--- src/rtl/hazard_control_if.sv ---
// Pipeline-to-hazard-unit bundle: ID-stage instruction attributes and
// memory/branch status in, stall/freeze controls and status out.
interface hazard_control_if #(
  parameter int REG_ADDRESS_LEN = 4
);
  logic                       en_forwarding;
  logic                       ID_valid;
  logic [REG_ADDRESS_LEN-1:0] ID_src1;
  logic [REG_ADDRESS_LEN-1:0] ID_src2;
  logic                       ID_two_src;
  logic                       ID_wb_en;
  logic                       ID_mem_read;
  logic                       ID_mem_write;
  logic [REG_ADDRESS_LEN-1:0] ID_dst;
  logic                       branch_taken;
  logic                       mem_ready;
  logic                       hazard_stall;
  logic                       freeze_all;
  logic                       mem_timeout;
  logic [15:0]                stall_count;

  // Pipeline side: drives the instruction stream, consumes the controls.
  modport master (
    output en_forwarding, ID_valid, ID_src1, ID_src2, ID_two_src,
           ID_wb_en, ID_mem_read, ID_mem_write, ID_dst,
           branch_taken, mem_ready,
    input  hazard_stall, freeze_all, mem_timeout, stall_count
  );

  // Hazard unit side.
  modport slave (
    input  en_forwarding, ID_valid, ID_src1, ID_src2, ID_two_src,
           ID_wb_en, ID_mem_read, ID_mem_write, ID_dst,
           branch_taken, mem_ready,
    output hazard_stall, freeze_all, mem_timeout, stall_count
  );
endinterface

--- src/rtl/hazard_control.sv ---
// Hazard detection for a 5-stage pipeline: tracks EXE/MEM destinations,
// raises RAW stalls, freezes on slow memory and flags stuck memory waits.
module hazard_control #(
  parameter int REG_ADDRESS_LEN = 4,
  parameter int MEM_TIMEOUT     = 15
) (
  input  logic              clk,
  input  logic              rst,
  hazard_control_if.slave   bus
);
  localparam int EXE    = 0;
  localparam int MEM    = 1;
  localparam int WAIT_W = (MEM_TIMEOUT < 1) ? 1 : $clog2(MEM_TIMEOUT + 1);
  localparam logic [WAIT_W-1:0] WAIT_MAX = WAIT_W'(MEM_TIMEOUT);

  logic [1:0]                 slot_valid_reg;
  logic [1:0]                 slot_wb_en_reg;
  logic [1:0]                 slot_mem_read_reg;
  logic [1:0]                 slot_mem_write_reg;
  logic [REG_ADDRESS_LEN-1:0] slot_dst_reg [2];

  logic [1:0]        src1_match;
  logic [1:0]        src2_match;
  logic              raw_hazard;
  logic              freeze_all;
  logic              hazard_stall;
  logic              id_accept;
  logic [WAIT_W-1:0] wait_cnt_reg;
  logic [WAIT_W-1:0] wait_cnt_next;
  logic              mem_timeout_reg;
  logic              mem_timeout_next;
  logic [15:0]       stall_count_reg;
  logic [15:0]       stall_count_next;

  genvar gi;
  generate
    for (gi = 0; gi < 2; gi++) begin : g_match
      assign src1_match[gi] = slot_valid_reg[gi] & slot_wb_en_reg[gi]
                            & (slot_dst_reg[gi] == bus.ID_src1);
      assign src2_match[gi] = slot_valid_reg[gi] & slot_wb_en_reg[gi]
                            & (slot_dst_reg[gi] == bus.ID_src2) & bus.ID_two_src;
    end
  endgenerate

  // With forwarding only a load still in EXE cannot be bypassed in time.
  always_comb begin
    raw_hazard = 1'b0;
    if (bus.en_forwarding)
      raw_hazard = (src1_match[EXE] | src2_match[EXE]) & slot_mem_read_reg[EXE];
    else
      raw_hazard = (|src1_match) | (|src2_match);
  end

  assign freeze_all   = slot_valid_reg[MEM]
                      & (slot_mem_read_reg[MEM] | slot_mem_write_reg[MEM])
                      & ~bus.mem_ready;
  assign hazard_stall = bus.ID_valid & raw_hazard & ~bus.branch_taken & ~freeze_all;
  assign id_accept    = bus.ID_valid & ~hazard_stall & ~bus.branch_taken;

  always_ff @(posedge clk or negedge rst) begin
    if (!rst) begin
      slot_valid_reg     <= '0;
      slot_wb_en_reg     <= '0;
      slot_mem_read_reg  <= '0;
      slot_mem_write_reg <= '0;
      slot_dst_reg[EXE]  <= '0;
      slot_dst_reg[MEM]  <= '0;
    end else if (!freeze_all) begin
      slot_valid_reg[MEM]     <= slot_valid_reg[EXE];
      slot_wb_en_reg[MEM]     <= slot_wb_en_reg[EXE];
      slot_mem_read_reg[MEM]  <= slot_mem_read_reg[EXE];
      slot_mem_write_reg[MEM] <= slot_mem_write_reg[EXE];
      slot_dst_reg[MEM]       <= slot_dst_reg[EXE];
      // A rejected instruction leaves a fully zeroed bubble behind.
      slot_valid_reg[EXE]     <= id_accept;
      slot_wb_en_reg[EXE]     <= id_accept & bus.ID_wb_en;
      slot_mem_read_reg[EXE]  <= id_accept & bus.ID_mem_read;
      slot_mem_write_reg[EXE] <= id_accept & bus.ID_mem_write;
      slot_dst_reg[EXE]       <= id_accept ? bus.ID_dst : '0;
    end
  end

  always_comb begin
    wait_cnt_next    = '0;
    mem_timeout_next = mem_timeout_reg;
    stall_count_next = stall_count_reg;
    if (freeze_all) begin
      wait_cnt_next = (wait_cnt_reg == WAIT_MAX) ? wait_cnt_reg : wait_cnt_reg + 1'b1;
      if (wait_cnt_next == WAIT_MAX)
        mem_timeout_next = 1'b1;
    end
    if (hazard_stall && stall_count_reg != 16'hFFFF)
      stall_count_next = stall_count_reg + 16'd1;
  end

  always_ff @(posedge clk or negedge rst) begin
    if (!rst) begin
      wait_cnt_reg    <= '0;
      mem_timeout_reg <= 1'b0;
      stall_count_reg <= '0;
    end else begin
      wait_cnt_reg    <= wait_cnt_next;
      mem_timeout_reg <= mem_timeout_next;
      stall_count_reg <= stall_count_next;
    end
  end

  assign bus.hazard_stall = hazard_stall;
  assign bus.freeze_all   = freeze_all;
  assign bus.mem_timeout  = mem_timeout_reg;
  assign bus.stall_count  = stall_count_reg;
endmodule

--- src/flat_wrapper.sv ---
// flat-port wrapper written by rule: the top's interface ports become plain ports
module hazard_control_flat 
#(
  parameter int REG_ADDRESS_LEN = 4,
  parameter int MEM_TIMEOUT     = 15
)
  (clk, rst, bus_en_forwarding, bus_ID_valid, bus_ID_src1, bus_ID_src2, bus_ID_two_src, bus_ID_wb_en, bus_ID_mem_read, bus_ID_mem_write, bus_ID_dst, bus_branch_taken, bus_mem_ready, bus_hazard_stall, bus_freeze_all, bus_mem_timeout, bus_stall_count);
  hazard_control_if #(.REG_ADDRESS_LEN(REG_ADDRESS_LEN)) bus_i ();
  input  logic clk;
  input  logic rst;
  input wire logic [$bits(bus_i.en_forwarding)-1:0] bus_en_forwarding;
  input wire logic [$bits(bus_i.ID_valid)-1:0] bus_ID_valid;
  input wire logic [$bits(bus_i.ID_src1)-1:0] bus_ID_src1;
  input wire logic [$bits(bus_i.ID_src2)-1:0] bus_ID_src2;
  input wire logic [$bits(bus_i.ID_two_src)-1:0] bus_ID_two_src;
  input wire logic [$bits(bus_i.ID_wb_en)-1:0] bus_ID_wb_en;
  input wire logic [$bits(bus_i.ID_mem_read)-1:0] bus_ID_mem_read;
  input wire logic [$bits(bus_i.ID_mem_write)-1:0] bus_ID_mem_write;
  input wire logic [$bits(bus_i.ID_dst)-1:0] bus_ID_dst;
  input wire logic [$bits(bus_i.branch_taken)-1:0] bus_branch_taken;
  input wire logic [$bits(bus_i.mem_ready)-1:0] bus_mem_ready;
  output wire logic [$bits(bus_i.hazard_stall)-1:0] bus_hazard_stall;
  output wire logic [$bits(bus_i.freeze_all)-1:0] bus_freeze_all;
  output wire logic [$bits(bus_i.mem_timeout)-1:0] bus_mem_timeout;
  output wire logic [$bits(bus_i.stall_count)-1:0] bus_stall_count;
  assign bus_i.en_forwarding = bus_en_forwarding;
  assign bus_i.ID_valid = bus_ID_valid;
  assign bus_i.ID_src1 = bus_ID_src1;
  assign bus_i.ID_src2 = bus_ID_src2;
  assign bus_i.ID_two_src = bus_ID_two_src;
  assign bus_i.ID_wb_en = bus_ID_wb_en;
  assign bus_i.ID_mem_read = bus_ID_mem_read;
  assign bus_i.ID_mem_write = bus_ID_mem_write;
  assign bus_i.ID_dst = bus_ID_dst;
  assign bus_i.branch_taken = bus_branch_taken;
  assign bus_i.mem_ready = bus_mem_ready;
  assign bus_hazard_stall = bus_i.hazard_stall;
  assign bus_freeze_all = bus_i.freeze_all;
  assign bus_mem_timeout = bus_i.mem_timeout;
  assign bus_stall_count = bus_i.stall_count;
  hazard_control #(.REG_ADDRESS_LEN(REG_ADDRESS_LEN), .MEM_TIMEOUT(MEM_TIMEOUT)) u_core (.clk(clk), .rst(rst), .bus(bus_i));
endmodule
--- config.mk ---
export PLATFORM = sky130hd
export DESIGN_NAME = hazard_control_flat
export DESIGN_NICKNAME = d
export VERILOG_FILES = /design/src/rtl/hazard_control_if.sv /design/src/rtl/hazard_control.sv /design/src/flat_wrapper.sv
export SDC_FILE = /design/constraint.sdc
export NUM_CORES = 1
export LEC_CHECK = 0
export CORE_UTILIZATION = 50
export CTS_CLUSTER_SIZE = 24
export DETAILED_ROUTE_END_ITERATION = 16
export PLACE_DENSITY = 0.76
export SYNTH_ARGS = -nofsm -noshare
export SYNTH_HDL_FRONTEND = slang
export SYNTH_SLANG_ARGS = --single-unit
--- constraint.sdc ---
create_clock -name clk -period 2.35 [get_ports clk]
set_clock_uncertainty 0.2 [all_clocks]
set_input_delay 0.47 -clock clk [delete_from_list [all_inputs] [get_ports clk]]
set_output_delay 0.47 -clock clk [all_outputs]
set_load 0.01 [all_outputs]
Word level (Yosys, flattened, before mapping)
Cells that the tools add are included.
{ "classes": {"n_div": 0, "eq_ne": 7, "muxes": 4, "n_mul": 0, "bitwise": 26, "magnitude_cmp": 0, "reduce_logical": 4, "add_sub_neg": 2, "n_shift": 0} }
{ "ops": {"columns": ["op", "count"], "rows": [
  ["$and 1x1->1", 19],
  ["$add 16x1->16 const B", 1],
  ["$eq 4x4->1", 4],
  ["$ne 16x16->1 const B", 1],
  ["$mux 4", 3],
  ["$eq 4x4->1 const B", 2],
  ["$add 4x1->4 const B", 1],
  ["$not 1->1", 4],
  ["$reduce_or 2->1", 2],
  ["$or 1x1->1", 3],
  ["$reduce_and 2->1", 1],
  ["$logic_and 1x1->1", 1],
  ["$mux 1", 1]
]} }
{ "totals": {"rom_bits": 0, "ff_bits": 37, "latch_bits": 0, "mem_count": 0, "output_inout_bits": 19, "ram_bits": 0} }

Depth between registers and ports, before layout
{ "logic_depth": {"ltp_word": 13, "depth_mapped": 7, "mapped_depth_nobuf": 6} }

Least setup slack after synthesis
No wires, ideal clock.
{ "synth_path": {"path_type": "input port to output port", "from": "input port bus_ID_src2[2]", "to": "output port bus_hazard_stall", "path_stages": 5, "t_arrival_ps": 1493, "n_path_buf": 1, "setup_slack_ps": 187, "cell_sequence": "xor2_1 > o41ai_2 > a22oi_2 > buf_6 > nor2_1"} }
{ "synth_between": {"elab_chain_len": 9, "word_cells_on_any_way": 14, "classes_between": "eq/ne: 2; mux: 1; bitwise: 10; reduce/logical: 1"} }
{ "synth_rtl": {"columns": ["element", "line_no", "text"], "rows": [
  ["start: declaration", "flat_wrapper.sv:14", "input wire logic [$bits(bus_i.ID_src2)-1:0] bus_ID_src2;"],
  ["$eq 4x4->1", "hazard_control.sv:41", "& (slot_dst_reg[gi] == bus.ID_src2) & bus.ID_two_src;"],
  ["$and 1x1->1 (2 in a row)", "hazard_control.sv:41", null],
  ["$reduce_or 2->1 / $or 1x1->1 (equally long branches)", "hazard_control.sv:51, hazard_control.sv:49", null],
  ["$or 1x1->1 / $and 1x1->1 (equally long branches)", "hazard_control.sv:51, hazard_control.sv:49", null],
  ["$mux 1 (*)", "hazard_control.sv:48", "if (bus.en_forwarding)"],
  ["$and 1x1->1 (*) (3 in a row)", "hazard_control.sv:57", "assign hazard_stall = bus.ID_valid & raw_hazard & ~bus.branch_taken & ~freeze_all;"],
  ["end: declaration", "flat_wrapper.sv:22", "output wire logic [$bits(bus_i.hazard_stall)-1:0] bus_hazard_stall;"]
]} }
Every way passes the cells marked *; elsewhere a longest branch is shown, timed or not.

Worst setup path in the final report
{ "layout_path": {"from": "register u_core.slot_dst_reg[4] (netlist bit)", "to": "output port bus_hazard_stall"} }
{ "layout_between": {"elab_chain_len": 9, "word_cells_on_any_way": 14, "classes_between": "eq/ne: 2; mux: 1; bitwise: 9; reduce/logical: 2"} }
{ "layout_rtl": {"columns": ["element", "line_no", "text"], "rows": [
  ["start: declaration", "hazard_control.sv:20", "logic [REG_ADDRESS_LEN-1:0] slot_dst_reg [2];"],
  ["start signal: indexed assignment", "hazard_control.sv:73", "slot_dst_reg[MEM] <= slot_dst_reg[EXE];"],
  ["start signal: indexed assignment", "hazard_control.sv:79", "slot_dst_reg[EXE] <= id_accept ? bus.ID_dst : '0;"],
  ["$eq 4x4->1", "hazard_control.sv:41", null],
  ["$and 1x1->1 (2 in a row)", "hazard_control.sv:41", null],
  ["$reduce_or 2->1 / $or 1x1->1 (equally long branches)", "hazard_control.sv:51, hazard_control.sv:49", null],
  ["$or 1x1->1 / $and 1x1->1 (equally long branches)", "hazard_control.sv:51, hazard_control.sv:49", null],
  ["$mux 1 (*)", "hazard_control.sv:48", null],
  ["$and 1x1->1 (*) (3 in a row)", "hazard_control.sv:57", null]
]} }
Marked as above.

==> results.md <==
- DR DRC count: 0
- Initial drt markers: 52
- Tightest Hold Check Type: flip-flop to flip-flop
- Netlist cell types: 40
- TritonCTS buffer count: 5
- Routability cong.: 0.846
- Leakage power figure: 1.26 nW
- Hold WS: 274 ps
- Area delta synth->final: 38.1%
- Die ar.: 0.00411 mm²
- Period minus WS final: 2350 ps
- GRT Total Usage: 23.2%
- Type of origin of the critical path: flip-flop
- DR WL/cell: 14.8 µm
- Period utilization: 100%
- Cell family with most CP delay: flip-flops
- RSZ-0062 raised after global routing: true
- Via count: 1529
- Nets: 265
- Via/cell ratio: 5.27
- Number of buffers and inverters on the critical path: 2
- Max_slew headroom: 69.2%
- Share of cells above drive strength 1: 21.9%
- Post-Syn Area: 0.00193 mm²
- Pins over their slew limit: 0
- Remaining antenna violation count: 0
- Die Y: 64.1 µm
- Fin. Hold Viols: 0
- Die width: 64.1 µm
- First-pass iteration count of the detailed router: 5
- Hold EP: u_core.slot_mem_write_reg[1]$_DFFE_PN0N_
- Core box area: 0.00369 mm²
- Ant. Diodes: 0
- Max incr delay on CP: 430 ps
- PwrDens: 463 mW/mm²
- Clk_lat worst skew: 280 ps
- Worst path cell trace: buf_6 -> xnor2_2 -> nand4_1 -> o41ai_4 -> a22oi_2 -> nor2_1 -> buf_2
- IO Count: 41
- Setup TNS Final: 0 ps
- FF-to-FF End: u_core.bus.stall_count[15]$_DFFE_PN0P_
- Flop2flop setup slack: 130 ps
- Reg-to-Reg Start: u_core.slot_dst_reg[6]$_DFFE_PN0N_
- Count of input and output buffers: 40
- MaxCap Viol Count: 0
- Mean Syn Cell Area: 10.6 µm²
- Initial antenna violation count: 0
- HPWL after detailed placement: 3.01 mm
- FP Rows: 22
- Largest net degree at the start of global routing: 38
- CTS max path bufs: 2
- Post-Route WL: 4.30 mm
- Fmax: 426 MHz
- Clock sinks: 37
- H-tree levels: 2
- Starting density of the core: 52.2%
- Worst VDD drop: 300 µV
- Crit Path Max Fanout: 3
- Hold Path Origin: u_core.slot_mem_write_reg[0]$_DFFE_PN0N_
- Root Buffer: clkbuf_8
- Max FFs per register: 16
- Slew @ Worst Pin: 463 ps
- Clock-pin slew on the worst setup and hold paths: 70 ps
- Post-synthesis net count: 205
- # fillers: 274
- First-pass GRT wire length: 7.31 mm
- CTS tree: done
- Seq/Total Area, Yosys: 48.1%
- Slowest cell on crit path: dfrtp_1
- Crit path DAT: 1680 ps
- Required @ worst endpoint: 1680 ps
- Final count of negative-setup-slack endpoints: 0
- Hold depth: 2
- Worst reg2reg path depth: 7
- Gr ovfl total: 0
- CP endpoint kind: output port
- Synth Register Bits: 37
- Vias in the first global route: 1589
- Ys Warns: 0
- Mapped Cells: 181
- Outcome: finished, final reports clean
- Crit Path Category: flip-flop to output port
-- layout make-up --
type,count,area (µm²),area share (%)
well taps,48,60.1,2.26
repair buffers,58,542,20.4
inverters,6,22.5,0.846
flip-flops and latches,37,927,34.8
clock buffers,8,80.1,3.01
multi-input cells,133,1030,38.7
-- metrics by stage --
stage	setup slack (ps)	power (mW)	cell area, µm²	utilization, %	instances
after CTS	-127	1.24	2620	71.0	290
after floorplan	187	0.736	1930	-	181
after global placement	-600	0.817	2500	67.7	281
after global routing	-81.3	1.29	2660	72.2	290
after detailed placement	-629	0.822	2500	67.7	281
final	0.350	1.23	2660	72.2	290
-- per-layer routing --
layer  global-route usage, %  vias to the layer above  share of wire, %
met4                    10.8                        0               1.8
met3                    3.57                        9               2.9
li1                        -                      740                 -
met2                    38.2                       36                49
met1                    29.8                      744                46
met5                       0                        -                 0
-- Yosys cell counts --
cell type / instances / area share, %
nand3b_1: 1 / 0.39
nand2b_1: 3 / 0.97
a31oi_1: 1 / 0.32
xnor2_1: 11 / 5.0
nand3_1: 8 / 2.1
inv_1: 5 / 0.97
mux2_2: 1 / 0.58
o41ai_2: 2 / 1.7
xor2_1: 21 / 9.5
dfrtp_1: 37 / 48
buf_1: 1 / 0.19
nor4_4: 1 / 1.1
a31o_2: 1 / 0.45
nor3_1: 4 / 1.0
nor2_1: 9 / 1.8
a22o_1: 7 / 3.2
o311ai_4: 1 / 1.4
or3_1: 1 / 0.32
nor3_2: 7 / 3.6
buf_4: 1 / 0.39
ha_1: 2 / 1.3
a22oi_2: 1 / 0.65
mux2i_1: 1 / 0.52
nor2b_1: 1 / 0.32
nand2_1: 30 / 5.8
nor3b_1: 1 / 0.39
clkinv_1: 1 / 0.19
buf_6: 1 / 0.58
nor3b_2: 1 / 0.65
clkbuf_1: 1 / 0.19
nor4b_2: 1 / 0.78
nor4_1: 4 / 1.3
buf_2: 1 / 0.26
or4_1: 1 / 0.39
o21ai_0: 2 / 0.52
and4_1: 1 / 0.45
a21o_1: 1 / 0.39
a21oi_1: 1 / 0.26
nor2_2: 1 / 0.32
nand4_1: 5 / 1.6
-- power by group --
| group | switching, mW | leakage, nW | internal, mW |
|---|---|---|---|
| Clock | 0.201 | 0.0395 | 0.210 |
| Sequential | 0.0153 | 0.505 | 0.654 |
| Combinational | 0.0716 | 0.710 | 0.0786 |
-- repair_timing --
item / in CTS / in global routing
setup endpoints to repair: 15 / 20
setup buffers: 1 / 0
gates cloned: 0 / 0
hold buffers: 0 / 0
gates resized for setup: 23 / 11
pin swaps: 6 / 7
-- worst register-to-register path: cells and delay by family, from the launching register on --
kind,cells,cell delay [ps]
XOR/XNOR,2,350
flip-flops,1,420
AND/OR/NAND/NOR,1,350
buffers and inverters,2,310
AO/OA/AOI/OAI,2,520
-- cell usage in the layout, fill, tap and decap left out, types with 2 or more instances in the layout --
cell type / instances
clkdlybuf4s50_1: 29
nand2b_1: 3
xor2_1: 19
nor2_1: 8
nand2_1: 29
nor2_2: 2
ha_1: 2
nand4_1: 5
buf_4: 15
nor4_1: 3
xor2_2: 2
nor3_1: 4
dlygate4sd2_1: 8
xnor2_1: 8
nor3_2: 6
clkbuf_8: 5
a22o_1: 7
clkbuf_1: 3
xnor2_2: 3
nand3_1: 8
o21ai_0: 2
inv_1: 5
dfrtp_1: 36
-- logic make-up after synthesis --
family	synth area share, %
AOI/OAI and AO/OA	8.83
xor gates and xnor gates	14.5
adders and majority gates	1.30
buffers and inverters	2.79
DFF	48.1
muxes	1.10
and+or+nand+nor	23.4
-- worst max path at each step --
stage / start / to / slack, ps / cells after the start
2_1_floorplan: bus_ID_src2[2] / bus_hazard_stall / 190 / 5
3_3_place_gp: bus_ID_src2[2] / bus_hazard_stall / -600 / 6
3_5_place_dp: bus_ID_src2[2] / bus_hazard_stall / -630 / 6
4_1_cts: u_core.slot_dst_reg[5]$_DFFE_PN0N_ / bus_hazard_stall / -130 / 6
5_1_grt: u_core.slot_dst_reg[5]$_DFFE_PN0N_ / bus_hazard_stall / -80 / 6
6_report: u_core.slot_dst_reg[4]$_DFFE_PN0N_ / bus_hazard_stall / 0.4 / 7
Note: power is estimated with default switching activity, not from simulation.
